$ cat src/rtl/mont_pkg.sv
`default_nettype none
// +-------------------------------------------------------------------+
// | mont_pkg : shared types and sizing helpers for Montgomery blocks  |
// | Rev 1.0                                                           |
// +-------------------------------------------------------------------+
package mont_pkg;

   typedef enum logic [1:0] {
      IDLE  = 2'd0,
      ITER  = 2'd1,
      FINAL = 2'd2
   } mont_state_t;

   localparam int MONT_DATA_WIDTH = 8;
   localparam int CNT_W           = $clog2(MONT_DATA_WIDTH) + 1;

   // Counter width able to hold the value DATA_WIDTH itself (k can equal the width).
   function automatic int cnt_width(input int w);
      return $clog2(w) + 1;
   endfunction

endpackage : mont_pkg
`default_nettype wire

$ cat src/rtl/mont_bitlen.sv
`default_nettype none
// +-------------------------------------------------------------------+
// | mont_bitlen : priority encoder, modulus -> bit length k           |
// | Rev 1.0                                                           |
// +-------------------------------------------------------------------+
module mont_bitlen
   import mont_pkg::*;
#(
   parameter int DATA_WIDTH = MONT_DATA_WIDTH,
   parameter int CW         = CNT_W
) (
   input  logic [DATA_WIDTH-1:0] i_modulant,
   output logic [CW-1:0]         o_k
);

   // Ascending scan: the highest set bit is the last one to write o_k.
   always_comb begin
      o_k = '0;
      for (int j = 0; j < DATA_WIDTH; j++) begin
         if (i_modulant[j]) begin
            o_k = CW'(j + 1);
         end
      end
   end

endmodule : mont_bitlen
`default_nettype wire

$ cat src/rtl/montgomery_mult.sv
`default_nettype none
// +-------------------------------------------------------------------+
// | montgomery_mult : radix-2 bit-serial a*b*2^-k mod N, k = bitlen(N) |
// | Optional operand/modulus checking: MONT_RANGE_CHECK_EN. Rev 1.0    |
// +-------------------------------------------------------------------+
module montgomery_mult
   import mont_pkg::*;
#(
   parameter int DATA_WIDTH = MONT_DATA_WIDTH
) (
   input  logic                  clk,
   input  logic                  rst_n,
   input  logic                  start,
   input  logic [DATA_WIDTH-1:0] a,
   input  logic [DATA_WIDTH-1:0] b,
   input  logic [DATA_WIDTH-1:0] modulant,
   output logic [DATA_WIDTH-1:0] out,
   output logic                  busy,
   output logic                  done,
   output logic                  err
);

   localparam int c_CW = cnt_width(DATA_WIDTH);
   localparam int c_SW = DATA_WIDTH + 2;

   mont_state_t           r_state;
   logic [DATA_WIDTH-1:0] r_a;
   logic [DATA_WIDTH-1:0] r_b;
   logic [DATA_WIDTH-1:0] r_n;
   logic [c_SW-1:0]       r_s;
   logic [c_CW-1:0]       r_i;
   logic [c_CW-1:0]       r_k;
   logic                  r_viol;

   logic [c_CW-1:0]       w_k;
   logic                  w_abit;
   logic                  w_last;
   logic                  w_bad;
   logic [c_SW-1:0]       w_t0;
   logic [c_SW-1:0]       w_t1;
   logic [c_SW-1:0]       w_snext;
   logic [c_SW-1:0]       w_res;
   logic                  w_unused;

   mont_bitlen #(
      .DATA_WIDTH (DATA_WIDTH),
      .CW         (c_CW)
   ) u_bitlen (
      .i_modulant (modulant),
      .o_k        (w_k)
   );

   always_comb begin
      w_abit = 1'b0;
      for (int j = 0; j < DATA_WIDTH; j++) begin
         if (r_i == c_CW'(j)) begin
            w_abit = r_a[j];
         end
      end
   end

   // S < 2N and b < N keep every intermediate below 4N, inside c_SW bits.
   assign w_t0     = r_s + (w_abit ? {2'b00, r_b} : {c_SW{1'b0}});
   assign w_t1     = w_t0[0] ? (w_t0 + {2'b00, r_n}) : w_t0;
   assign w_snext  = w_t1 >> 1;
   assign w_last   = (r_i == (r_k - c_CW'(1)));
   assign w_res    = (r_s >= {2'b00, r_n}) ? (r_s - {2'b00, r_n}) : r_s;
   assign w_unused = ^w_res[c_SW-1:DATA_WIDTH];

`ifdef MONT_RANGE_CHECK_EN
   logic r_err;

   assign w_bad = ~modulant[0] | (modulant < DATA_WIDTH'(3)) | (a >= modulant) | (b >= modulant);
   assign err   = r_err;
`else
   assign w_bad = 1'b0;
   assign err   = 1'b0;
`endif

   always_ff @(posedge clk or negedge rst_n) begin
      if (!rst_n) begin
         r_state <= IDLE;
         r_a     <= '0;
         r_b     <= '0;
         r_n     <= '0;
         r_s     <= '0;
         r_i     <= '0;
         r_k     <= '0;
         r_viol  <= 1'b0;
         out     <= '0;
         busy    <= 1'b0;
         done    <= 1'b0;
`ifdef MONT_RANGE_CHECK_EN
         r_err   <= 1'b0;
`endif
      end else begin
         case (r_state)
            IDLE: begin
               done <= 1'b0;
               if (start) begin
                  r_a     <= a;
                  r_b     <= b;
                  r_n     <= modulant;
                  r_s     <= '0;
                  r_i     <= '0;
                  r_k     <= w_k;
                  r_viol  <= w_bad;
                  busy    <= 1'b1;
`ifdef MONT_RANGE_CHECK_EN
                  r_err   <= 1'b0;
`endif
                  r_state <= w_bad ? FINAL : ITER;
               end
            end
            ITER: begin
               r_s <= w_snext;
               r_i <= r_i + c_CW'(1);
               if (w_last) begin
                  r_state <= FINAL;
               end
            end
            FINAL: begin
               busy    <= 1'b0;
               done    <= 1'b1;
               r_state <= IDLE;
               if (r_viol) begin
                  out   <= '0;
`ifdef MONT_RANGE_CHECK_EN
                  r_err <= 1'b1;
`endif
               end else begin
                  out   <= w_res[DATA_WIDTH-1:0];
               end
            end
            default: r_state <= IDLE;
         endcase
      end
   end

endmodule : montgomery_mult
`default_nettype wire

$ cat config.mk
export PLATFORM = sky130hd
export DESIGN_NAME = montgomery_mult
export DESIGN_NICKNAME = d
export VERILOG_FILES = /design/src/rtl/mont_pkg.sv /design/src/rtl/mont_bitlen.sv /design/src/rtl/montgomery_mult.sv
export SDC_FILE = /design/constraint.sdc
export NUM_CORES = 1
export LEC_CHECK = 0
export CAP_MARGIN = 15
export CORE_MARGIN = 2
export CORE_UTILIZATION = 35
export DETAILED_ROUTE_END_ITERATION = 16
export PLACE_DENSITY = 0.62
export SLEW_MARGIN = 25
export SYNTH_ARGS = -nofsm -noshare
export SYNTH_HDL_FRONTEND = slang
export SYNTH_SLANG_ARGS = --single-unit
$ cat constraint.sdc
create_clock -name clk -period 3.95 [get_ports clk]
set_input_delay 0.5925 -clock clk [delete_from_list [all_inputs] [get_ports clk]]
set_output_delay 0.5925 -clock clk [all_outputs]
set_load 0.05 [all_outputs]
## Word-level counts from Yosys, hierarchy flattened

Cells that the tools add are included.

- Register bits: 54
- Input port bits: 27
- Output and inout port bits: 11
- Logic and storage cells: 65

- $add $sub $neg: 5
- Order comparisons: 1
- Eq/ne operators: 12
- Mux-type cells: 29
- Reduce and logical (&&, ||, !) cells: 8

Operator list:

| cell | number |
|---|---|
| $add 10x8->10 | 2 |
| $mux 10 | 2 |
| $pmux 10 s2 | 1 |
| $eq 4x3->1 const B | 4 |
| $mux 8 | 2 |
| $mux 3 | 4 |
| $ge 10x8->1 | 1 |
| $mux 1 | 10 |
| $eq 4x2->1 const B | 2 |
| $mux 2 | 4 |
| $mux 4 | 2 |
| $pmux 4 s2 | 1 |
| $reduce_and 2->1 | 4 |
| $sub 8x8->8 | 1 |
| $add 4x1->4 const B | 1 |
| $eq 4x1->1 const B | 1 |
| $eq 4x4->1 | 1 |
| $logic_not 4->1 | 1 |
| $ne 2x2->1 const B | 2 |
| $pmux 1 s2 | 2 |
| $pmux 2 s2 | 1 |
| $reduce_bool 2->1 | 2 |
| $sub 4x1->4 const B | 1 |
| $eq 2x1->1 const B | 1 |
| other kinds (2) | 2 |

## Depth between registers and ports, before layout

Gate-level depths: netlist of run 1.

- Depth in word-level cells: 14
- Depth in mapped cells: 23
- Gate-level depth less buffers: 23

## Cells and area by module

From an unflattened synthesis of run 1, not the netlist that was laid out.

- Cells, all modules: 402
- Area total of the unflattened synthesis: 3495.9 um2

Modules (own cells, without submodules):

| module | instances | cells each | area each (um2) | seq. area each (um2) |
|---|---|---|---|---|
| montgomery_mult | 1 | 390 | 3420.8 | 1326.3 |
| mont_bitlen | 1 | 12 | 75.1 | 0.0 |

## Worst setup path before layout of run 1

OpenSTA, ideal clock, no wires.

- Kind: flip-flop to flip-flop
- Start point: register r_i[1]
- End point: register r_s[8]
- Setup time: 0.132 ns
- Arrival: 4.055 ns
- Data required time: 3.818 ns
- Path slack: -0.238 ns
- Stages on the path, launching flop included: 23
- Buffers on the path: 0
- Clock period less this slack: 4.188 ns
- Path through: dfrtp_1 inv_1 ha_1 nand3b_1 a21oi_1 a21oi_1 nor2_1 a211oi_1 a211oi_1 and2_1 ha_1 inv_1 fa_1 nor2b_1 o31a_1 a21oi_1 ha_1 a21o_1 a31oi_2 nor2_1 o311ai_1 xnor2_1 o21ai_1

- Cells in the longest elaborated chain, start to end: 14
- Elaborated cells on any way between the ends: 21
- Those cells by class: 2 x add/sub; 7 x eq/ne; 11 x mux; 1 x reduce/logical

RTL lines:

| what | line | source |
|---|---|---|
| from (decl) | montgomery_mult.sv:31 | `logic [c_CW-1:0] r_i;` |
| from (signal assigned) | montgomery_mult.sv:117 | `r_i <= r_i + c_CW'(1);` |
| $logic_not 4->1 | montgomery_mult.sv:56 | `if (r_i == c_CW'(j)) begin` |
| $mux 1 (7 in a row) | montgomery_mult.sv:56 |  |
| $mux 1 (*) | montgomery_mult.sv:56 |  |
| $mux 8 (*) | montgomery_mult.sv:63 | `assign w_t0 = r_s + (w_abit ? {2'b00, r_b} : {c_SW{1'b0}});` |
| $add 10x8->10 (*) | montgomery_mult.sv:63 |  |
| $add 10x8->10 | montgomery_mult.sv:64 | `assign w_t1 = w_t0[0] ? (w_t0 + {2'b00, r_n}) : w_t0;` |
| $mux 10 (*) | montgomery_mult.sv:64 |  |
| $pmux 10 s2 (*) | montgomery_mult.sv:97 | `case (r_state)` |
| to (signal assigned) | montgomery_mult.sv:116 | `r_s <= w_snext;` |
| to (decl) | montgomery_mult.sv:30 | `logic [c_SW-1:0] r_s;` |

Mark *: on every way between the ends. The rest lies on a longest branch, timed or not.
A chain may end at the register's enable or synchronous reset.

## Worst setup path after layout of run 1

- Start point: register r_i[0]
- End point: register r_s[8]

The elaborated chain is that of the path after synthesis.

==> flow_summary.html, run 1 <==
<table>
<tr><th>Metric</th><th>Value</th></tr>
<tr><th colspan="2">Outcome</th></tr>
<tr><td>Outcome</td><td>finished with violations</td></tr>
<tr><td>Violated checks</td><td>setup timing</td></tr>
<tr><th colspan="2">Synth</th></tr>
<tr><td>Cells after synthesis</td><td>395</td></tr>
<tr><td>Ys Warns</td><td>0</td></tr>
<tr><td>Post-Syn Area per Cell</td><td>8.689 um^2</td></tr>
<tr><td>Synthesized flop and latch total</td><td>52</td></tr>
<tr><td>FFs w/ async S/R, synth</td><td>100.0%</td></tr>
<tr><td>Post-synth EDFFs</td><td>0</td></tr>
<tr><td>Syn nets</td><td>454</td></tr>
<tr><td>Yosys cell types</td><td>40</td></tr>
<tr><td>Synth Flop Type</td><td>dfrtp_1</td></tr>
<tr><td>Syn Std Cell Area</td><td>0.003432 mm^2</td></tr>
<tr><td>Seq/Total Area, Yosys</td><td>37.91%</td></tr>
<tr><th colspan="2">Finish</th></tr>
<tr><td>Share of post-route cells with drive strength above 1</td><td>14.99%</td></tr>
<tr><td>Count of nets after finishing</td><td>505</td></tr>
<tr><td>N_diodes</td><td>0</td></tr>
<tr><td>Filler cells</td><td>954</td></tr>
<tr><td>Relative area change from synthesis to final layout</td><td>25.05%</td></tr>
<tr><th colspan="2">Die</th></tr>
<tr><td>Number of top-level pins</td><td>38</td></tr>
<tr><td>Standard-cell row count</td><td>36</td></tr>
<tr><td>Die Ht</td><td>103.0 um</td></tr>
<tr><td>Total die area</td><td>0.01061 mm^2</td></tr>
<tr><td>Die width</td><td>103.0 um</td></tr>
<tr><td>Initial core utilization</td><td>35.60%</td></tr>
<tr><td>CORE AREA</td><td>0.009639 mm^2</td></tr>
<tr><th colspan="2">Routing</th></tr>
<tr><td>Detailed Route Iter0 Violations</td><td>99</td></tr>
<tr><td>Via-to-Cell Ratio</td><td>4.784</td></tr>
<tr><td>Routed wirelength normalized by instance count</td><td>13.33 um</td></tr>
<tr><td>DRT Wirelength</td><td>7730 um</td></tr>
<tr><td>Remaining antenna violation count</td><td>0</td></tr>
<tr><td>DR DRC count</td><td>0</td></tr>
<tr><td>Total via count after detailed routing</td><td>2775</td></tr>
<tr><td>Pre-Repair DR Iteration Count</td><td>5</td></tr>
<tr><th colspan="2">STA</th></tr>
<tr><td>RSZ-0062 raised after global routing</td><td>true</td></tr>
<tr><td>Number of setup violations in the final report</td><td>4</td></tr>
<tr><td>Final min period</td><td>4.063 ns</td></tr>
<tr><td>Number of endpoints with negative hold slack in the final report</td><td>0</td></tr>
<tr><td>Achievable Freq</td><td>0.2462 GHz</td></tr>
<tr><td>Fin Clk Skew</td><td>0.008362 ns</td></tr>
<tr><td>Slew at the pin closest to its max-slew limit</td><td>0.6939 ns</td></tr>
<tr><td>Final WS setup</td><td>-0.1125 ns</td></tr>
<tr><td>Worst slew margin relative to its limit</td><td>53.74%</td></tr>
<tr><td>Slew Viols, Final</td><td>0</td></tr>
<tr><td>Fraction of the cycle the final worst path needs</td><td>102.8%</td></tr>
<tr><th colspan="2">Setup path</th></tr>
<tr><td>Worst reg2reg setup slack</td><td>-0.11 ns</td></tr>
<tr><td>Start-to-end type of the worst setup path</td><td>flop to flop</td></tr>
<tr><td>Required time at the endpoint of the critical path</td><td>4.12 ns</td></tr>
<tr><td>Critical Path Sink Type</td><td>flop</td></tr>
<tr><td>Data arrival time of the worst path</td><td>4.23 ns</td></tr>
<tr><td>Maximum fanout count along the critical path</td><td>4</td></tr>
<tr><td>Worst Setup Start Kind</td><td>flop</td></tr>
<tr><th colspan="2">Hold path</th></tr>
<tr><td>Type of the worst min-delay path</td><td>input pin to async pin</td></tr>
<tr><th colspan="2">Clocking</th></tr>
<tr><td>Level count of the clock H-tree</td><td>2</td></tr>
<tr><td>Count of clock tree sinks</td><td>52</td></tr>
<tr><td>Number of hold buffers added after CTS</td><td>0</td></tr>
<tr><td>Root Driver</td><td>clkbuf_8</td></tr>
<tr><td>Worst-case clock buffer depth</td><td>2</td></tr>
<tr><td>Clock slew seen by the registers of the worst setup and hold paths</td><td>0.10 ns</td></tr>
<tr><td>Number of clock buffers inserted by TritonCTS</td><td>5</td></tr>
<tr><td>Latest clock arrival within the worst-skew pair</td><td>0.31 ns</td></tr>
<tr><td>TritonCTS clock tree</td><td>done</td></tr>
<tr><th colspan="2">Placed design</th></tr>
<tr><td>IO buf count</td><td>36</td></tr>
<tr><td>Place WS</td><td>-0.2184 ns</td></tr>
<tr><td>Last weighted congestion value of the routability-driven placer</td><td>0.8860</td></tr>
<tr><td>HPWL after detailed placement</td><td>5825 um</td></tr>
<tr><th colspan="2">GRT</th></tr>
<tr><td>First-pass GRT wire length</td><td>13020 um</td></tr>
<tr><td>Total grt overflow</td><td>0</td></tr>
<tr><td>Largest net degree at the start of global routing</td><td>35</td></tr>
<tr><td>Vias in the first global route</td><td>2767</td></tr>
<tr><td>Initial antenna violation count</td><td>0</td></tr>
<tr><td>GRT Total Usage</td><td>15.54%</td></tr>
<tr><th colspan="2">Flow run</th></tr>
<tr><td>Max-Cap Viols</td><td>0</td></tr>
</table>
==> logic make-up after synthesis <==
family,Yosys count,synth area share (%)
mux,14,4.375
simple gates,152,19.72
buf+inv,31,3.500
compound gates,89,15.93
fa+ha+maj,32,12.32
flops,52,37.91
xor+xnor,24,6.125
other cells,1,0.1093
==> cells in the final DEF, fill, tap and decap left out, drive strengths merged, types with 3 or more instances in the layout <==
cell and n:
o21a 7, fa 3, clkinv 3, inv 17, nand2b 5, a21o 3, ha 29, a21oi 17
clkbuf 5, dfrtp 52, nor2b 8, a31oi 3, o31ai 4, mux2i 12, clkdlybuf4s50 35, buf 23
and2 8, o21ai 42, nor3 6, nand3 9, nor2 26, nand4 3, nand2 83, a211oi 6
xor2 9, xnor2 15
==> synthesized netlist by cell type, types with 3 or more instances <==
master    instances  area share, %
nand2_1          83            9.1
dfrtp_1          52             38
o21ai_0          36            5.2
ha_1             29             11
nor2_1           25            2.7
inv_1            17            1.9
a21oi_1          16            2.3
xnor2_1          15            3.8
clkbuf_1         13            1.4
mux2i_1          12            3.5
nand3_1           9            1.3
xor2_1            9            2.3
and2_1            8            1.5
nor2b_1           7            1.3
o21a_1            7            1.5
a211oi_1          6            1.3
nor3_1            6           0.87
nand2b_1          5           0.91
o21ai_1           4           0.58
o31ai_1           4           0.87
a21o_1            3           0.66
fa_1              3            1.7
nand4_1           3           0.55
==> worst paths after layout <==
kind	from	end	cells past startpoint
worst max-delay path	r_i[0]$_DFFE_PN0P_	r_s[8]$_DFFE_PN0P_	22
worst min-delay path	rst_n	r_a[4]$_DFFE_PN0P_	1
worst max register to register	r_i[0]$_DFFE_PN0P_	r_s[8]$_DFFE_PN0P_	22
worst min register to register	r_b[7]$_DFFE_PN0P_	r_b[7]$_DFFE_PN0P_	2
max in group asynchronous	rst_n	r_s[3]$_DFFE_PN0P_	2
min in group clk	r_b[7]$_DFFE_PN0P_	r_b[7]$_DFFE_PN0P_	2
==> final cells by class <==
type                            instances  area [um^2]  area share, %
Clock inverter                          3        18.77         0.4373
Clock buffer                            5        68.82          1.603
Multi-Input combinational cell        312         2152          50.15
Tap cell                              133        166.4          3.878
Sequential cell                        52         1301          30.32
Timing Repair Buffer                   58        520.5          12.13
Inverter                               17        63.81          1.487
==> registers in the layout, indices dropped and copies added (netlist names) <==
name and cells:
busy 1, done 1, out 8, r_a 8, r_b 8, r_i 4, r_k 3, r_n 8
r_s 9, r_state 2
==> worst max-delay path, cell delays in order (launching register included) <==
cell      delay, ns
dfrtp_1        0.45
ha_4           0.20
nand3b_1       0.15
a21oi_1        0.14
a21oi_1        0.06
nor2_1         0.13
a211oi_2       0.06
a211oi_2       0.28
and2_1         0.18
ha_2           0.18
inv_2          0.04
fa_2           0.34
nor2b_2        0.13
o31a_1         0.19
o21a_1         0.14
nor2_2         0.05
xnor2_2        0.15
ha_1           0.35
a21oi_2        0.15
nor2b_1        0.07
o311ai_2       0.25
xnor2_1        0.15
o21ai_1        0.07
==> per-layer routing <==
layer  share of wire, %  wire length (um)  track usage (%)  vias to the layer above
li1                   -                 -                -                     1444
met3                4.0               312            2.441                        8
met2                 46              3568            26.22                       58
met4                1.4               105            3.745                        0
met5                  0                 0                0                        -
met1                 48              3743            20.91                     1265
==> per-stage QoR <==
step	setup TNS, ns	cells	area, um^2	hold slack (ns)	utilization, %
2_1_floorplan	-0.01428	395	3448	0.2969	-
3_3_place_gp	-0.1745	564	4021	0.4512	41.72
3_5_place_dp	-0.6246	564	4024	0.4570	41.74
4_1_cts	-0.2412	575	4184	0.2245	43.41
5_1_grt	-1.887	580	4292	0.2308	44.52
6_report	-0.2738	580	4292	0.2172	44.52
==> what timing repair did <==
action | 4_1_cts | 5_1_grt
gates resized for setup | 11 | 15
cloned | 0 | 0
setup buffers | 3 | 5
pin swaps | 9 | 14
setup endpoints to repair | 5 | 7
Power of run 1 is not shown: default switching activity piles up to over one toggle a cycle in this logic, so the estimate is an artifact.
==> inputs of run 2 (changes only) <==
- CORE_UTILIZATION: 35 -> 30
- PLACE_DENSITY: 0.62 -> 0.56
==> run 2 against run 1 <==
Against the previous run: the run still ends with setup timing left; maximum frequency up 0.69%; core utilization down 6.4 points; global-route usage down 2.4 points; non-clock buffer count is 2 lower; setup slack better by 0.028 ns; largest cell class unchanged.
==> flow_summary.html, run 2 (synthesis results as in run 1) <==
<table>
<tr><th>Metric</th><th>Value</th></tr>
<tr><th colspan="2">Outcome</th></tr>
<tr><td>Outcome</td><td>finished with violations</td></tr>
<tr><td>Violated checks</td><td>setup timing</td></tr>
<tr><th colspan="2">STA</th></tr>
<tr><td>Achievable Freq</td><td>0.2479 GHz (+0.69%)</td></tr>
<tr><td>RSZ-0062 raised after global routing</td><td>true</td></tr>
<tr><td>Number of endpoints with negative hold slack in the final report</td><td>0 (unchanged)</td></tr>
<tr><td>Final-layout setup total negative slack</td><td>-0.2017 ns (+0.07217 ns)</td></tr>
<tr><td>Number of setup violations in the final report</td><td>3 (-1)</td></tr>
<tr><td>Final min period</td><td>4.035 ns (-0.02802 ns)</td></tr>
<tr><td>Final WS setup</td><td>-0.08451 ns (+0.02802 ns)</td></tr>
<tr><td>Worst slew margin relative to its limit</td><td>53.57% (-0.17 points)</td></tr>
<tr><td>Fraction of the cycle the final worst path needs</td><td>102.1% (-0.71 points)</td></tr>
<tr><td>Fin Clk Skew</td><td>0.009221 ns (+0.0008587 ns)</td></tr>
<tr><td>Slew at the pin closest to its max-slew limit</td><td>0.6964 ns (+0.002482 ns)</td></tr>
<tr><td>Slew Viols, Final</td><td>0 (unchanged)</td></tr>
<tr><th colspan="2">Clocking</th></tr>
<tr><td>Root Driver</td><td>clkbuf_16</td></tr>
<tr><td>Number of clock buffers inserted by TritonCTS</td><td>5 (unchanged)</td></tr>
<tr><td>Count of clock tree sinks</td><td>52 (unchanged)</td></tr>
<tr><td>Clock slew seen by the registers of the worst setup and hold paths</td><td>0.07 ns (-0.03 ns)</td></tr>
<tr><td>Level count of the clock H-tree</td><td>2 (unchanged)</td></tr>
<tr><td>Latest clock arrival within the worst-skew pair</td><td>0.30 ns (about the same)</td></tr>
<tr><td>TritonCTS clock tree</td><td>done</td></tr>
<tr><td>Worst-case clock buffer depth</td><td>2 (unchanged)</td></tr>
<tr><th colspan="2">GRT</th></tr>
<tr><td>Total grt overflow</td><td>0 (unchanged)</td></tr>
<tr><td>GRT Total Usage</td><td>13.17% (-2.4 points)</td></tr>
<tr><td>Largest net degree at the start of global routing</td><td>31 (-11%)</td></tr>
<tr><td>First-pass GRT wire length</td><td>13260 um (+1.9%)</td></tr>
<tr><td>Vias in the first global route</td><td>2769 (+0.072%)</td></tr>
<tr><td>Initial antenna violation count</td><td>0 (unchanged)</td></tr>
<tr><th colspan="2">Finish</th></tr>
<tr><td>Cell area after layout</td><td>0.004300 mm^2 (+0.20%)</td></tr>
<tr><td>Commonest non-fill, non-tap cell in the layout</td><td>nand2_1</td></tr>
<tr><td>Count of nets after finishing</td><td>503 (-0.40%)</td></tr>
<tr><td>Flip-flop count of the largest register, all copies and words added</td><td>9 (unchanged)</td></tr>
<tr><td>Storage cell area</td><td>0.001301 mm^2 (unchanged)</td></tr>
<tr><td>Relative area change from synthesis to final layout</td><td>25.30%</td></tr>
<tr><td>Filler cells</td><td>1158 (+21%)</td></tr>
<tr><td>N_diodes</td><td>0 (unchanged)</td></tr>
<tr><td>Reg with most FFs</td><td>r_s</td></tr>
<tr><td>Most frequent cells in the layout</td><td>83 x nand2_1, 52 x dfrtp_1, 35 x o21ai_0, 35 x clkdlybuf4s50_1</td></tr>
<tr><td>Share of post-route cells with drive strength above 1</td><td>13.03% (-2.0 points)</td></tr>
<tr><td>Final core area utilization</td><td>38.15% (-6.4 points)</td></tr>
<tr><td>Total area of multi-input combinational cells</td><td>0.002098 mm^2 (-2.5%)</td></tr>
<tr><th colspan="2">Die</th></tr>
<tr><td>Total die area</td><td>0.01231 mm^2 (+16%)</td></tr>
<tr><td>CORE AREA</td><td>0.01127 mm^2 (+17%)</td></tr>
<tr><td>Die width</td><td>111.0 um (+7.7%)</td></tr>
<tr><td>Die Ht</td><td>111.0 um (+7.7%)</td></tr>
<tr><td>Initial core utilization</td><td>30.45% (-5.2 points)</td></tr>
<tr><td>Standard-cell row count</td><td>39 (+8.3%)</td></tr>
<tr><td>Number of top-level pins</td><td>38 (unchanged)</td></tr>
<tr><th colspan="2">Setup path</th></tr>
<tr><td>Startpoint of the lowest-slack register-to-register path</td><td>r_i[0]$_DFFE_PN0P_</td></tr>
<tr><td>Crit path from</td><td>r_i[0]$_DFFE_PN0P_</td></tr>
<tr><td>Worst R2R Path Depth</td><td>21 (-4.5%)</td></tr>
<tr><td>Start-to-end type of the worst setup path</td><td>flop to flop</td></tr>
<tr><td>Worst Setup Start Kind</td><td>flop</td></tr>
<tr><td>Endpoint of the lowest-slack register-to-register path</td><td>r_s[8]$_DFFE_PN0P_</td></tr>
<tr><td>Data arrival time of the worst path</td><td>4.19 ns (-0.04 ns)</td></tr>
<tr><td>Critical Path Sink Type</td><td>flop</td></tr>
<tr><td>Worst reg2reg setup slack</td><td>-0.08 ns (+0.03 ns)</td></tr>
<tr><td>Required time at the endpoint of the critical path</td><td>4.11 ns (about the same)</td></tr>
<tr><td>Maximum fanout count along the critical path</td><td>4 (unchanged)</td></tr>
<tr><th colspan="2">Flow run</th></tr>
<tr><td>Max-Cap Viols</td><td>0 (unchanged)</td></tr>
<tr><th colspan="2">Placed design</th></tr>
<tr><td>Place WS</td><td>-0.2310 ns (-0.01264 ns)</td></tr>
<tr><td>Last weighted congestion value of the routability-driven placer</td><td>0.8636 (-2.5%)</td></tr>
<tr><td>Standard cell area after detailed placement</td><td>0.004044 mm^2 (+0.50%)</td></tr>
<tr><td>HPWL after detailed placement</td><td>5984 um (+2.7%)</td></tr>
<tr><td>IO buf count</td><td>36 (unchanged)</td></tr>
<tr><th colspan="2">Routing</th></tr>
<tr><td>Detailed Route Iter0 Violations</td><td>121 (+22%)</td></tr>
<tr><td>Via-to-Cell Ratio</td><td>4.646 (-2.9%)</td></tr>
<tr><td>Pre-Repair DR Iteration Count</td><td>4 (-1)</td></tr>
<tr><td>Routed wirelength normalized by instance count</td><td>13.12 um (-1.6%)</td></tr>
<tr><td>Total via count after detailed routing</td><td>2732 (-1.5%)</td></tr>
<tr><td>Remaining antenna violation count</td><td>0 (unchanged)</td></tr>
<tr><td>DRT Wirelength</td><td>7713 um (-0.22%)</td></tr>
<tr><td>DR DRC count</td><td>0 (unchanged)</td></tr>
<tr><th colspan="2">Hold path</th></tr>
<tr><td>Type of the worst min-delay path</td><td>input pin to async pin</td></tr>
</table>
[run 2: area by class of cell]
cell class | instances | area share (%)
inverter | 17 | 1.484
timing repair buffer | 56 | 11.75
sequential | 52 | 30.26
clock buffer | 6 | 3.230
multi-input combinational | 312 | 48.79
clock inverter | 2 | 0.3200
tap | 143 | 4.161
[run 2: worst max-delay path: stages (launching register included)]
cell and delay (ns):
dfrtp_1 0.43, ha_4 0.19, nand3b_1 0.16, a21oi_2 0.13
a21oi_1 0.05, nor2_1 0.09, a211oi_1 0.06, a211oi_2 0.31
and2_1 0.19, ha_2 0.19, inv_2 0.04, fa_2 0.36
nor2b_2 0.13, o21ai_0 0.08, a21oi_1 0.23, ha_1 0.29
a21o_1 0.20, a31oi_4 0.19, nor2_1 0.08, o311ai_2 0.27
xnor2_1 0.15, o21ai_1 0.07
[run 2: how the worst max path moves through the flow]
stage                         endpoint  slack (ns)  depth (start not counted)
floorplan           r_s[8]$_DFFE_PN0P_       -0.01                         23
global route        r_s[8]$_DFFE_PN0P_       -0.46                         22
global placement    r_s[7]$_DFFE_PN0P_       -0.15                         22
detailed placement  r_s[7]$_DFFE_PN0P_       -0.23                         22
CTS                 r_s[8]$_DFFE_PN0P_       -0.18                         22
finish              r_s[8]$_DFFE_PN0P_       -0.08                         21
[run 2: timing repair]
item	CTS	global route
buffers inserted	3	2
endpoints found under the hold margin	0	0
endpoints found under the setup margin	4	7
pin swaps	9	7
gates resized for setup	8	8
hold buffers	0	0
[run 2: metrics by stage]
step           instances  hold WS [ns]
4_1_cts              586        0.3571
5_1_grt              588        0.3977
6_report             588        0.3258
3_3_place_gp         575        0.4514
2_1_floorplan        395        0.2969
3_5_place_dp         575        0.4543
[run 2: per-layer routing]
| metal | global-route usage (%) | share of wire (%) |
|---|---|---|
| met4 | 4.250 | 1.3 |
| met2 | 20.33 | 44 |
| met5 | 0 | 0 |
| met3 | 2.242 | 3.8 |
| met1 | 18.81 | 51 |
Power of run 2 is left out for the same reason.
==> inputs of run 3 (changes only) <==
- ABC_AREA: not set -> 1
- PLACE_DENSITY: 0.56 -> 0.55
==> run 3 against run 2 <==
Against the previous run: sequential share of layout area decreased by 1.9 points; the flow now finishes without violations; final area up 6.9%; maximum frequency increased by 11%; synthesized area rose by 7.0%; synthesized cell count is 28% higher; global-route usage rose by 2.0 points; flip-flop and latch count unchanged; critical path depth increased by 9; routed wire length increased by 24%; first-iteration DRC count grew 65%; clock skew is 0.0032 ns lower; die area up 6.8%.
==> flow_summary.html, run 3 <==
<table>
<tr><th>Metric</th><th>Value</th></tr>
<tr><th colspan="2">Outcome</th></tr>
<tr><td>Outcome</td><td>complete, no violations</td></tr>
<tr><th colspan="2">Clocking</th></tr>
<tr><td>Worst-case clock buffer depth</td><td>2 (unchanged)</td></tr>
<tr><td>Count of clock tree sinks</td><td>52 (unchanged)</td></tr>
<tr><td>Clock slew seen by the registers of the worst setup and hold paths</td><td>0.07 ns (about the same)</td></tr>
<tr><td>Number of clock buffers inserted by TritonCTS</td><td>5 (unchanged)</td></tr>
<tr><td>Level count of the clock H-tree</td><td>2 (unchanged)</td></tr>
<tr><td>Latest clock arrival within the worst-skew pair</td><td>0.30 ns (about the same)</td></tr>
<tr><td>Root Driver</td><td>clkbuf_16</td></tr>
<tr><td>TritonCTS clock tree</td><td>done</td></tr>
<tr><th colspan="2">Finish</th></tr>
<tr><td>Commonest non-fill, non-tap cell in the layout</td><td>nand2_1</td></tr>
<tr><td>Filler cells</td><td>1251 (+8.0%)</td></tr>
<tr><td>Reg with most FFs</td><td>r_s</td></tr>
<tr><td>Count of nets after finishing</td><td>608 (+21%)</td></tr>
<tr><td>Flip-flop count of the largest register, all copies and words added</td><td>9 (unchanged)</td></tr>
<tr><td>Relative area change from synthesis to final layout</td><td>25.17%</td></tr>
<tr><td>Most frequent cells in the layout</td><td>152 x nand2_1, 60 x inv_1, 51 x dfrtp_1</td></tr>
<tr><td>Share of post-route cells with drive strength above 1</td><td>12.00% (-1.0 points)</td></tr>
<tr><td>N_diodes</td><td>0 (unchanged)</td></tr>
<tr><th colspan="2">Flow run</th></tr>
<tr><td>Max-Cap Viols</td><td>0 (unchanged)</td></tr>
<tr><th colspan="2">Synth</th></tr>
<tr><td>FFs w/ async S/R, synth</td><td>100.0% (unchanged)</td></tr>
<tr><td>Post-synth EDFFs</td><td>0 (unchanged)</td></tr>
<tr><td>Share of the synthesized area in the top cell type</td><td>35.42% (-2.5 points)</td></tr>
<tr><td>Syn Std Cell Area</td><td>0.003674 mm^2 (+7.0%)</td></tr>
<tr><td>Yosys cell types</td><td>33 (-18%)</td></tr>
<tr><td>Seq/Total Area, Yosys</td><td>35.42% (-2.5 points)</td></tr>
<tr><td>Synth Flop Type</td><td>dfrtp_1</td></tr>
<tr><td>Synthesized flop and latch total</td><td>52 (unchanged)</td></tr>
<tr><td>Cells after synthesis</td><td>505 (+28%)</td></tr>
<tr><td>Most frequent cell after synthesis</td><td>nand2_1</td></tr>
<tr><td>Synth cell count leaders</td><td>158 x nand2_1, 63 x inv_1, 52 x dfrtp_1, 32 x nand3_1, 32 x nor2_1</td></tr>
<tr><td>Ys Warns</td><td>0 (unchanged)</td></tr>
<tr><td>Syn nets</td><td>564 (+24%)</td></tr>
<tr><td>Dominant cells by area after synthesis</td><td>dfrtp_1 35%, nand2_1 16%, ha_1 9.9%, inv_1 6.4%, nand3_1 4.4%</td></tr>
<tr><td>Leading area contributor after synthesis</td><td>dfrtp_1</td></tr>
<tr><td>Post-Syn Area per Cell</td><td>7.274 um^2 (-16%)</td></tr>
<tr><th colspan="2">Routing</th></tr>
<tr><td>Detailed Route Iter0 Violations</td><td>200 (+65%)</td></tr>
<tr><td>Via-to-Cell Ratio</td><td>4.791 (+3.1%)</td></tr>
<tr><td>DR DRC count</td><td>0 (unchanged)</td></tr>
<tr><td>Remaining antenna violation count</td><td>0 (unchanged)</td></tr>
<tr><td>DRT Wirelength</td><td>9546 um (+24%)</td></tr>
<tr><td>Total via count after detailed routing</td><td>3339 (+22%)</td></tr>
<tr><td>Routed wirelength normalized by instance count</td><td>13.70 um (+4.4%)</td></tr>
<tr><td>Pre-Repair DR Iteration Count</td><td>4 (unchanged)</td></tr>
<tr><th colspan="2">Placed design</th></tr>
<tr><td>Last weighted congestion value of the routability-driven placer</td><td>0.8842 (+2.4%)</td></tr>
<tr><td>IO buf count</td><td>36 (unchanged)</td></tr>
<tr><td>Place WS</td><td>0.09280 ns (+0.3238 ns)</td></tr>
<tr><td>HPWL after detailed placement</td><td>7325 um (+22%)</td></tr>
<tr><th colspan="2">Setup path</th></tr>
<tr><td>Maximum fanout count along the critical path</td><td>6 (+2)</td></tr>
<tr><td>Slowest cell delay on critical path</td><td>0.46 ns (+0.03 ns)</td></tr>
<tr><td>CP dominant cell by count</td><td>nand2_1</td></tr>
<tr><td>Data arrival time of the worst path</td><td>3.87 ns (-0.32 ns)</td></tr>
<tr><td>Worst Setup Start Kind</td><td>flop</td></tr>
<tr><td>Start-to-end type of the worst setup path</td><td>flop to flop</td></tr>
<tr><td>Required time at the endpoint of the critical path</td><td>4.19 ns (+0.08 ns)</td></tr>
<tr><td>Critical Path Sink Type</td><td>flop</td></tr>
<tr><td>Critical-path cell with the highest stage delay</td><td>dfrtp_2</td></tr>
<tr><td>Worst R2R Path Depth</td><td>30 (+43%)</td></tr>
<tr><th colspan="2">Hold path</th></tr>
<tr><td>Type of the worst min-delay path</td><td>input pin to async pin</td></tr>
<tr><th colspan="2">STA</th></tr>
<tr><td>Number of endpoints with negative hold slack in the final report</td><td>0 (unchanged)</td></tr>
<tr><td>Number of setup violations in the final report</td><td>0 (-3)</td></tr>
<tr><td>Fraction of the cycle the final worst path needs</td><td>91.94% (-10 points)</td></tr>
<tr><td>Slew Viols, Final</td><td>0 (unchanged)</td></tr>
<tr><td>Fin Clk Skew</td><td>0.006044 ns (-0.003177 ns)</td></tr>
<tr><td>Achievable Freq</td><td>0.2753 GHz (+11%)</td></tr>
<tr><td>Final-layout setup total negative slack</td><td>0 ns (+0.2017 ns)</td></tr>
<tr><td>Slew at the pin closest to its max-slew limit</td><td>0.9618 ns (+0.2653 ns)</td></tr>
<tr><td>Worst slew margin relative to its limit</td><td>35.65% (-18 points)</td></tr>
<tr><td>Final WS setup</td><td>0.3182 ns (+0.4027 ns)</td></tr>
<tr><td>Final min period</td><td>3.632 ns (-0.4027 ns)</td></tr>
<tr><th colspan="2">Die</th></tr>
<tr><td>Die Ht</td><td>114.7 um (+3.3%)</td></tr>
<tr><td>Total die area</td><td>0.01315 mm^2 (+6.8%)</td></tr>
<tr><td>Initial core utilization</td><td>30.71% (+0.26 points)</td></tr>
<tr><td>Standard-cell row count</td><td>40 (+2.6%)</td></tr>
<tr><td>CORE AREA</td><td>0.01196 mm^2 (+6.1%)</td></tr>
<tr><td>Number of top-level pins</td><td>38 (unchanged)</td></tr>
<tr><td>Die width</td><td>114.7 um (+3.3%)</td></tr>
<tr><th colspan="2">GRT</th></tr>
<tr><td>Total grt overflow</td><td>0 (unchanged)</td></tr>
<tr><td>Largest net degree at the start of global routing</td><td>30 (-3.2%)</td></tr>
<tr><td>First-pass GRT wire length</td><td>15750 um (+19%)</td></tr>
<tr><td>GRT Total Usage</td><td>15.20% (+2.0 points)</td></tr>
<tr><td>Vias in the first global route</td><td>3302 (+19%)</td></tr>
<tr><td>Initial antenna violation count</td><td>0 (unchanged)</td></tr>
</table>
run 3: changes by cell type in the layout (fill, tap and decap cells not counted), moves of 9 or more:
cell and change:
o21ai_1 +12, a21oi_1 +10, inv_1 +46, o21ai_0 -20, nand2_1 +69, buf_4 -9, nand4_1 +11, mux2i_1 -12
nand3_1 +20
run 3: worst max-delay path, delay by kind of cell, from the launching register on:
kind,cells,cell delay (ns)
and+or+nand+nor,21,1.64
adders and majority gates,4,0.99
DFF,1,0.46
buffers and inverters,3,0.20
AOI/OAI and AO/OA,2,0.26
run 3: through the flow:
stage	hold WS, ns	area, um^2	cells	utilization [%]
floorplan	0.2969	3674	505	-
global placement	0.4582	4218	685	35.26
detailed placement	0.4571	4218	685	35.26
CTS	0.3534	4385	693	36.66
global route	0.3754	4598	697	38.44
finish	0.3181	4598	697	38.44
run 3: cell families (layout without fill, tap and decap cells):
family	Yosys count	after routing	share of synthesized area, %
and+or+nand+nor	252	252	29.46
buffers and inverters	78	123	8.242
AOI/OAI and AO/OA	74	74	11.44
DFF	52	52	35.42
adders and majority gates	32	32	11.51
xor gates and xnor gates	16	16	3.815
other	1	1	0.1021
run 3: final timing paths:
kind,start,to,slack (ns)
worst max register to register,r_i[0]$_DFFE_PN0P_,r_s[8]$_DFFE_PN0P_,0.32
worst max-delay path,r_i[0]$_DFFE_PN0P_,r_s[8]$_DFFE_PN0P_,0.32
min in group clk,busy$_DFFE_PN0P_,busy$_DFFE_PN0P_,0.47
worst min-delay path,rst_n,out[7]$_DFFE_PN0P_,0.32
max in group asynchronous,rst_n,r_b[0]$_DFFE_PN0P_,2.83
worst min register to register,busy$_DFFE_PN0P_,busy$_DFFE_PN0P_,0.47
run 3: timing repair:
action	CTS	global route
endpoints found under the setup margin	1	7
resized for setup	1	40
hold endpoints to repair	0	0
setup buffers	0	4
hold buffers	0	0
pin swaps	0	14
run 3: area by class of cell:
cell class | count | area (um^2) | area share (%)
timing repair buffer | 47 | 437.9 | 9.524
clock inverter | 2 | 38.79 | 0.8435
clock buffer | 6 | 128.9 | 2.803
inverter | 68 | 257.7 | 5.605
tap | 147 | 183.9 | 4.000
sequential | 52 | 1303 | 28.33
multi-input combinational | 375 | 2248 | 48.90
run 3: metal layers:
layer	vias to the layer above	GRT usage [%]	wire length [um]
li1	1719	-	-
met1	1530	20.58	4431
met2	73	25.25	4448
met3	17	2.541	509
met4	0	3.821	157
met5	-	0	0
Power of run 3 is left out for the same reason.
